--- config.mk ---
export PLATFORM = sky130hd
export DESIGN_NAME = rotate_step_ctrl
export DESIGN_NICKNAME = d
export VERILOG_FILES = /design/src/rtl/rotate_step_ctrl.sv
export SDC_FILE = /design/constraint.sdc
export NUM_CORES = 1
export LEC_CHECK = 0
export CORE_MARGIN = 2
export CORE_UTILIZATION = 47
export DETAILED_ROUTE_END_ITERATION = 16
export HOLD_SLACK_MARGIN = 0.1
export PLACE_DENSITY = 0.72
export SYNTH_ARGS = -nofsm -noshare
export SYNTH_HDL_FRONTEND = slang
export SYNTH_SLANG_ARGS = --single-unit
--- constraint.sdc ---
create_clock -name clk -period 2.2 [get_ports clk]
set_input_delay 0.55 -clock clk [delete_from_list [all_inputs] [get_ports clk]]
set_output_delay 0.55 -clock clk [all_outputs]
set_load 0.01 [all_outputs]
--- src/rtl/rotate_step_ctrl.sv ---
// Enable generator for the one-hot rotator. Two buttons are synchronized and debounced, then a
// RUN/PAUSE FSM turns them into single-cycle en pulses: from a prescaler in RUN, one per step press in PAUSE.
module rotate_step_ctrl #(
    parameter int DIV = 50_000_000,
    parameter int DEB = 500_000
) (
    input  logic clk,
    input  logic rst_n,
    input  logic btn_run,
    input  logic btn_step,
    output logic en,
    output logic running
);

    localparam int PW = (DIV > 1) ? $clog2(DIV) : 1;
    localparam int CW = (DEB > 1) ? $clog2(DEB) : 1;
    localparam logic [PW-1:0] PRE_LAST = PW'(DIV - 1);
    localparam logic [CW-1:0] DEB_LAST = CW'(DEB - 1);

    typedef enum logic {
        ST_PAUSE = 1'b0,
        ST_RUN   = 1'b1
    } state_t;

    logic [1:0] btn_raw;
    logic [1:0] press;
    logic       run_press;
    logic       step_press;

    assign btn_raw    = {btn_step, btn_run};
    assign run_press  = press[0];
    assign step_press = press[1];

    generate
        for (genvar gi = 0; gi < 2; gi++) begin : g_btn
            logic          sync1_q, sync1_d;
            logic          sync2_q, sync2_d;
            logic          deb_q, deb_d;
            logic          deb_prev_q, deb_prev_d;
            logic [CW-1:0] cnt_q, cnt_d;

            // The counter only runs while the synchronized input disagrees with the debounced
            // value, so any excursion shorter than DEB cycles restarts from zero.
            always_comb begin
                sync1_d    = btn_raw[gi];
                sync2_d    = sync1_q;
                deb_d      = deb_q;
                deb_prev_d = deb_q;
                cnt_d      = '0;
                if (sync2_q != deb_q) begin
                    if (cnt_q == DEB_LAST) begin
                        deb_d = ~deb_q;
                    end else begin
                        cnt_d = cnt_q + 1'b1;
                    end
                end
            end

            always_ff @(posedge clk or negedge rst_n) begin
                if (!rst_n) begin
                    sync1_q    <= 1'b0;
                    sync2_q    <= 1'b0;
                    deb_q      <= 1'b0;
                    deb_prev_q <= 1'b0;
                    cnt_q      <= '0;
                end else begin
                    sync1_q    <= sync1_d;
                    sync2_q    <= sync2_d;
                    deb_q      <= deb_d;
                    deb_prev_q <= deb_prev_d;
                    cnt_q      <= cnt_d;
                end
            end

            assign press[gi] = deb_q & ~deb_prev_q;
        end
    endgenerate

    state_t        state_q, state_d;
    logic [PW-1:0] pre_q, pre_d;
    logic          en_q, en_d;
    logic          running_q, running_d;

    // A run press always wins over a simultaneous step press; a prescaler pulse that is
    // already due when RUN is left is still delivered.
    always_comb begin
        state_d = state_q;
        pre_d   = pre_q;
        en_d    = 1'b0;
        case (state_q)
            ST_PAUSE: begin
                pre_d = '0;
                if (run_press) begin
                    state_d = ST_RUN;
                end else if (step_press) begin
                    en_d = 1'b1;
                end
            end
            ST_RUN: begin
                en_d = (pre_q == PRE_LAST);
                if (run_press) begin
                    state_d = ST_PAUSE;
                    pre_d   = '0;
                end else if (pre_q == PRE_LAST) begin
                    pre_d = '0;
                end else begin
                    pre_d = pre_q + 1'b1;
                end
            end
            default: begin
                state_d = ST_PAUSE;
                pre_d   = '0;
            end
        endcase
        running_d = (state_d == ST_RUN);
    end

    always_ff @(posedge clk or negedge rst_n) begin
        if (!rst_n) begin
            state_q   <= ST_PAUSE;
            pre_q     <= '0;
            en_q      <= 1'b0;
            running_q <= 1'b0;
        end else begin
            state_q   <= state_d;
            pre_q     <= pre_d;
            en_q      <= en_d;
            running_q <= running_d;
        end
    end

    assign en      = en_q;
    assign running = running_q;

endmodule

Word-level counts from Yosys, hierarchy flattened
Index checks and enable logic that the tools add are counted.
- bits in registers: 74
- input bits: 4
- word-level logic and storage cells: 43
- $add $sub $neg: 3
- equality and inequality tests: 5
- muxes and demuxes: 13
- bitwise gates (word level): 7
- reductions and logical operators: 2
- operator list (kind ; number):
    $mux W19 ; 4
    $mux W26 ; 2
    $pmux W26 S2 ; 1
    $add A19 B1 Y19 const B ; 2
    $eq A19 B19 Y1 const B ; 2
    $add A26 B1 Y26 const B ; 1
    $eq A26 B26 Y1 const B ; 1
    $not A1 Y1 ; 5
    $mux W1 ; 4
    $pmux W1 S2 ; 2
    $reduce_and A2 Y1 ; 2
    $and A1 B1 Y1 ; 2
    $ne A1 B1 Y1 ; 2

Depth between registers and ports, before layout
Gate-level depths: netlist (run 1).
- depth in word-level cells: 5
- depth in mapped cells: 6

Worst setup path after synthesis (run 1)
OpenSTA, ideal clock, no wires.
- kind: register -> register
- start: reg g_btn[0].cnt_q[11]
- end: reg g_btn[0].cnt_q[11]
- setup time: 0.119 ns
- data arrival time: 1.896 ns
- data required time: 2.081 ns
- setup slack: 0.185 ns
- cell stages (with the launch flop): 6
- buffers on the path: 1
- path through: dfrtp_1 > or4_1 > or4_4 > o21ai_4 > buf_12 > nor2_2
- cells in the longest elaborated chain, start to end: 3
- ends and longest elaborated chain (element ; line ; source):
    start, declared ; 40 ; logic [CW-1:0] cnt_q, cnt_d;
    start signal, assigned ; 71 ; cnt_q <= cnt_d;
    $add A19 B1 Y19 / $eq A19 B19 Y1 (equally long branches) ; 54, 51 ;
    $mux W19 * ; 51 ; if (cnt_q == DEB_LAST) begin
    $mux W19 * ; 50 ; if (sync2_q != deb_q) begin
    net g_btn[0].cnt_d[11] ; 40 ;
The timed path passes the listed nets; every way through them passes the cells marked *.
A chain may end at the register's enable or synchronous reset.

Worst setup path after layout (run 1)
- start: reg g_btn[0].cnt_q[11]
- end: reg g_btn[0].deb_q
- cells in the longest elaborated chain, start to end: 2
- ends and longest elaborated chain (element ; line ; source):
    $eq A19 B19 Y1 ; 51 ;
    $reduce_and A2 Y1 (no line) ; - ;
    end signal, assigned ; 63 ; deb_q <= 1'b0;
    end signal, assigned ; 69 ; deb_q <= deb_d;
    end, declared ; 38 ; logic deb_q, deb_d;
Every way passes these cells.

==> results of run 1 <==
[through the flow]
stage          instance area [um^2]  setup slack, ns
2_1_floorplan                  3611           0.1851
3_3_place_gp                   3824           0.1623
3_5_place_dp                   3824           0.1356
4_1_cts                        4061           0.1216
5_1_grt                        4061          0.04792
6_report                       4061           0.1295
[cells in the mapped netlist]
| cell | n |
|---|---|
| buf_4 | 1 |
| a31o_2 | 1 |
| or4_4 | 1 |
| or4_1 | 12 |
| xnor2_1 | 25 |
| a21oi_1 | 21 |
| o21bai_1 | 1 |
| o21ai_0 | 10 |
| mux2_2 | 2 |
| clkbuf_1 | 8 |
| buf_12 | 1 |
| and4_1 | 4 |
| nand3_1 | 17 |
| nand2_1 | 23 |
| xor2_1 | 15 |
| or3_1 | 10 |
| and3_1 | 5 |
| nand4_1 | 22 |
| nor2_2 | 10 |
| o31ai_1 | 10 |
| nor4b_1 | 3 |
| or2_2 | 5 |
| nor4_1 | 6 |
| or3b_1 | 1 |
| ha_1 | 3 |
| nor3b_1 | 1 |
| o21ai_4 | 1 |
| dfrtp_1 | 74 |
| a21o_1 | 1 |
| nor3_1 | 9 |
| o21ai_1 | 1 |
| nor2_1 | 41 |
| nor4bb_1 | 1 |
| inv_1 | 9 |
| nand2b_1 | 1 |
| and2_1 | 5 |
| or4bb_1 | 1 |
| buf_6 | 1 |
[metal layers]
| metal | routed length (um) | vias to the layer above | part of all wire | global-route usage |
|---|---|---|---|---|
| met5 | 0 | - | 0 | 0 |
| met4 | 102 | 0 | 0.015 | 0.06313 |
| met3 | 161 | 12 | 0.024 | 0.04273 |
| met2 | 3167 | 40 | 0.47 | 0.2659 |
| met1 | 3312 | 1278 | 0.49 | 0.2335 |
| li1 | - | 1331 | - | - |
[path summary, 6_finish.rpt]
| path | startpoint | to | depth (start not counted) |
|---|---|---|---|
| max in group asynchronous | rst_n | g_btn[1].cnt_q[11] | 3 |
| min in group asynchronous | rst_n | pre_q[22] | 2 |
| setup / recovery | g_btn[0].cnt_q[11] | g_btn[0].deb_prev_d | 4 |
| hold / removal | g_btn[1].sync1_q | g_btn[1].sync2_q | 0 |
| hold reg to reg | g_btn[1].sync1_q | g_btn[1].sync2_q | 0 |
| setup reg to reg | g_btn[0].cnt_q[11] | g_btn[0].deb_prev_d | 4 |
[layout make-up]
cell class                      instances  share of cell area
Clock inverter                          6             0.02218
Multi-Input combinational cell        269              0.4079
Sequential cell                        74              0.4559
Timing Repair Buffer                   19             0.04128
Inverter                                9            0.008318
Clock buffer                           10             0.03389
Tap cell                               99             0.03050
[cells in the final DEF, fill, tap and decap left out, types with 5 or more instances in the layout]
cell type / synthesis / final
a21oi_1: 21 / 21
and2_1: 5 / 5
and3_1: 5 / 5
buf_4: 1 / 13
clkbuf_8: 0 / 10
dfrtp_1: 74 / 74
inv_1: 9 / 9
nand2_1: 23 / 23
nand3_1: 17 / 17
nand4_1: 22 / 22
nor2_1: 41 / 41
nor2_2: 10 / 10
nor3_1: 9 / 9
nor4_1: 6 / 6
o21ai_0: 10 / 10
o31ai_1: 10 / 10
or2_2: 5 / 5
or3_1: 10 / 10
or4_1: 12 / 12
xnor2_1: 25 / 25
xor2_1: 15 / 15
[kinds of logic after synthesis]
| kind of cell | count (synthesis) | synth area share |
|---|---|---|
| xor+xnor | 40 | 0.09702 |
| mux | 2 | 0.006237 |
| fa+ha+maj | 3 | 0.01040 |
| buf+inv | 20 | 0.02841 |
| simple gates | 178 | 0.2689 |
| compound gates | 46 | 0.07623 |
| flops | 74 | 0.5128 |
[registers in the layout, summed over array words and instances (netlist names)]
signal,count
g_btn.deb_prev_d,2
g_btn.cnt_q,38
running,1
g_btn.sync1_q,2
g_btn.deb_prev_q,2
g_btn.sync2_q,2
pre_q,26
en,1
[what timing repair did]
item,CTS,global route
buffers inserted,0,0
hold buffers,1,0
resized for setup,0,0
endpoints found under the hold margin,20,0
endpoints found under the setup margin,0,0
[where the power goes]
part	switching [mW]	internal (mW)
combinational	0.0495	0.0240
clock	0.506	0.671
sequential	0.0130	1.37
==> key figures, run 1 <==
Job
  • Max Cap Violations: 0

Floorplan
  • Io pins: 6
  • Row count: 31
  • Starting Density: 0.4926
  • Die height: 91.65 um
  • Die ar.: 0.008400 mm^2
  • Placeable Area: 0.007331 mm^2
  • Die width: 91.65 um

Final layout
  • Area taken by multi-input logic gates: 0.001657 mm^2
  • Final nets: 389
  • Final core utilization: 0.5540
  • # diodes: 0
  • Share of layout cells above drive strength 1: 0.1292
  • Finished Layout Cells: 486
  • Layout area overhead: 12.47%
  • FF/Latch Area: 0.001852 mm^2
  • Layout fillers: 642

Routing
  • Routed Antenna Nets: 0
  • DRC Markers: 0
  • WL final: 6.744 mm
  • DRT Pass-1 Iters: 4
  • DR vias: 2,661
  • Number of vias per cell: 5.475
  • Routed wire length per instance: 13.88 um
  • Starting DRT DRC Count: 167

Timing
  • Minimum clock period: 2.071 ns
  • Least-Margin Pin Slew: 0.4283 ns
  • WHS: 0.3517 ns
  • Fmax: 483.0 MHz
  • RSZ-0062 raised after global routing: false
  • Slew HR: 0.7144
  • Worst clock skew: 0.01015 ns
  • TNS Setup: 0 ns
  • Final Cycle Share: 0.9411
  • Count of pins over their slew limit: 0
  • Fin. Hold Viols: 0
  • Final setup fails: 0

Clock tree
  • CTS tree: yes
  • Clock root buffer master: clkbuf_8
  • CTS Sinks: 74
  • Clock buffer depth: 2
  • CTS clk-pin slew, worst paths: 0.08 ns
  • Num CTS Buffers: 9
  • Worst-skew pair later-pin latency: 0.34 ns
  • H-tree levels: 3

Placement
  • GP Congestion: 0.8440
  • Dpl cells: 469
  • DPL Wire Length: 4.447 mm
  • PortBufs: 5

Power
  • Leak: 1.562 nW
  • Overall power: 2.636 mW
  • Worst vdd ir: 0.0004357 V
  • P per Cell Area: 649.0 mW/mm^2

Setup path
  • Reg2Reg Setup Slack: 0.13 ns
  • Crit path capture type: register
  • WP data required: 2.44 ns
  • CP Data Arrival Time: 2.31 ns
  • Worst path cell trace: or4_1, or4_4, nor2_1, mux2_2
  • Crit Path Category: register to register
  • Critical Path Source Type: register
  • CP max stage delay: 0.55 ns
  • Cell with the largest stage delay on the worst path: or4_4
  • Max FO, Critical Path: 5
  • Critical path's top delay family: simple AND/OR/NAND/NOR gates
  • WP buf/inv: 0

Global routing
  • GR Util All Layers: 0.1715
  • GRT Residual Overflow: 0
  • Initial antenna violation count: 0
  • First-pass GRT wire length: 11.69 mm
  • Largest net degree at the start of global routing: 55
  • Vias in the first global route: 2,563

Yosys
  • Unique masters post-synth: 38
  • Sequential fraction of the synthesis area: 0.5128
  • Synthesis Warnings: 0
  • Yosys top cell area share: 0.5128
  • Gate count after technology mapping: 363
  • Synth Register Bits: 74
  • Netlist Area Pre-Place: 0.003611 mm^2
  • Area contributors post-synth: dfrtp_1, xnor2_1, nor2_1
  • Mean Syn Cell Area: 9.948 um^2
  • Synth area leader: dfrtp_1
  • Syn_nets: 370

Status
  • Outcome: finished, final reports clean

Worst hold path
  • Hold Path Class: register to register
No activity file was read; power rests on OpenSTA's default activity.
==> inputs of run 2 (changes only) <==
- CELL_PAD_IN_SITES_DETAIL_PLACEMENT: unset -> 0
- CELL_PAD_IN_SITES_GLOBAL_PLACEMENT: unset -> 1
- CORE_UTILIZATION: 47 -> 48
- PLACE_DENSITY: 0.72 -> 0.86
==> run 2 against run 1 <==
Total power shrank 9.4%; combinational power is essentially flat; worst setup slack gained 0.0063 ns; clock skew shrank 0.0041 ns; flip-flop and latch count is the same; hold slack lost 0.21 ns; register-to-register slack is essentially flat; cell count shrank 0.41%; highest routed layer unchanged.
==> key figures, run 2 (same netlist as run 1, synthesis figures left out) <==
Routing
  • DRC Markers: 0
  • DR vias: 2,645
  • WL final: 6.586 mm
  • DRT Pass-1 Iters: 4
  • Number of vias per cell: 5.465
  • Starting DRT DRC Count: 133
  • Routed wire length per instance: 13.61 um
  • Routed Antenna Nets: 0

Clock tree
  • CTS tree: yes
  • Worst-skew pair later-pin latency: 0.34 ns
  • Clock buffer depth: 2
  • # hold bufs at CTS: 0
  • CTS clk-pin slew, worst paths: 0.07 ns
  • Num CTS Buffers: 9
  • CTS Sinks: 74
  • Clock root buffer master: clkbuf_8
  • Postcts setup bufs: 0
  • PostCTS Resize Cnt: 0
  • H-tree levels: 3

Global routing
  • Vias in the first global route: 2,541
  • Largest net degree at the start of global routing: 43
  • First-pass GRT wire length: 11.77 mm
  • GR Util All Layers: 0.1757
  • Initial antenna violation count: 0
  • GRT Residual Overflow: 0

Setup path
  • CP max stage delay: 0.55 ns
  • Worst path cell trace: or4_1, or4_4, nor2_1, mux2_2
  • R2r worst-path depth: 4
  • WP data required: 2.43 ns
  • Max FO, Critical Path: 4
  • Critical Path Source Type: register
  • Crit Path Category: register to register
  • CP endpoint: g_btn[0].deb_prev_d
  • Reg2Reg Setup Slack: 0.14 ns
  • Critical R2R Capture: g_btn[0].deb_prev_d
  • CP Data Arrival Time: 2.30 ns
  • Crit path capture type: register
  • Critical path's top delay family: simple AND/OR/NAND/NOR gates
  • Cell with the largest stage delay on the worst path: or4_4
  • Worst path depth: 4
  • CP startpoint: g_btn[0].cnt_q[12]
  • WP buf/inv: 0
  • Reg-to-reg startpoint: g_btn[0].cnt_q[12]

Timing
  • TNS Setup: 0 ns
  • RSZ-0062 raised after global routing: false
  • Count of pins over their slew limit: 0
  • Slew HR: 0.7193
  • Worst setup margin: 0.1358 ns
  • Minimum clock period: 2.064 ns
  • Worst clock skew: 0.006059 ns
  • Fmax: 484.4 MHz
  • Least-Margin Pin Slew: 0.4210 ns
  • Fin. Hold Viols: 0
  • Final Cycle Share: 0.9383
  • Final setup fails: 0

Final layout
  • # diodes: 0
  • Most frequent cells in the layout: dfrtp_1, nor2_1, xnor2_1
  • Largest Register: g_btn.cnt_q
  • Layout area overhead: 10.98%
  • Final Instance Area: 0.004008 mm^2
  • Commonest non-fill, non-tap cell in the layout: dfrtp_1
  • Max FFs per register: 38
  • Final nets: 388
  • Biggest regs: g_btn.cnt_q (38), pre_q (26)
  • Share of layout cells above drive strength 1: 0.1221

Floorplan
  • Die height: 90.74 um
  • Die width: 90.74 um
  • Placeable Area: 0.007253 mm^2
  • Row count: 31
  • Die ar.: 0.008233 mm^2
  • Io pins: 6
  • Starting Density: 0.4978

Placement
  • Placed cell area: 0.003836 mm^2
  • DPL Wire Length: 4.415 mm
  • PortBufs: 5
  • Worst slack at placement: 0.1522 ns
  • GP Congestion: 0.8289

Power
  • Switch share: 0.2209
  • Worst vdd ir: 0.0005552 V
  • Comb pwr share: 0.031
  • P_int: 1.860 mW
  • Part of the power in registers: 0.580
  • Switching power of the nets: 527.5 uW
  • Clock share of power: 0.389
  • P per Cell Area: 595.8 mW/mm^2
  • Leak: 1.537 nW

Status
  • Outcome: finished, final reports clean

Worst hold path
  • Hold Path Class: input pin to asynchronous set/reset pin

Job
  • Max Cap Violations: 0
==> run 2: layer usage <==
metal	vias to the layer above	wire, um	global-route usage
met5	-	0	0
met4	0	67	0.04231
met3	5	187	0.05259
met2	22	3081	0.2836
met1	1286	3250	0.2331
li1	1332	-	-
==> run 2: power groups by stage <==
stage                     registers (mW)  logic [mW]  clock network [mW]
after floorplan                     1.41      0.0323                   0
after global placement              1.41      0.0759                   0
after detailed placement            1.41      0.0763                   0
after CTS                           1.38      0.0773               0.967
after global routing                1.39      0.0868                1.02
final                               1.39      0.0734               0.929
==> run 2: worst min-delay path by stage <==
stage | start | endpoint
detailed placement | g_btn[0].sync1_q | g_btn[0].sync2_q
global placement | g_btn[0].sync1_q | g_btn[0].sync2_q
CTS | rst_n | pre_q[21]
floorplan | rst_n | en
finish | rst_n | pre_q[23]
global route | rst_n | pre_q[19]
==> run 2: metrics by stage <==
| stage | cells | util | power, mW | hold slack (ns) |
|---|---|---|---|---|
| 4_1_cts | 484 | 0.5525 | 2.429 | 0.1482 |
| 6_report | 484 | 0.5525 | 2.388 | 0.1411 |
| 2_1_floorplan | 363 | - | 1.442 | 0.2544 |
| 3_5_place_dp | 469 | 0.5289 | 1.488 | 0.3426 |
| 5_1_grt | 484 | 0.5525 | 2.495 | 0.1649 |
| 3_3_place_gp | 469 | 0.5289 | 1.487 | 0.3400 |
==> run 2: final cells by class <==
class,instances,area [um^2]
Fill cell,666,3246
Sequential cell,74,1852
Multi-Input combinational cell,269,1657
Timing Repair Buffer,18,170.2
Clock buffer,13,158.9
Tap cell,99,123.9
Inverter,9,33.78
Clock inverter,2,12.51
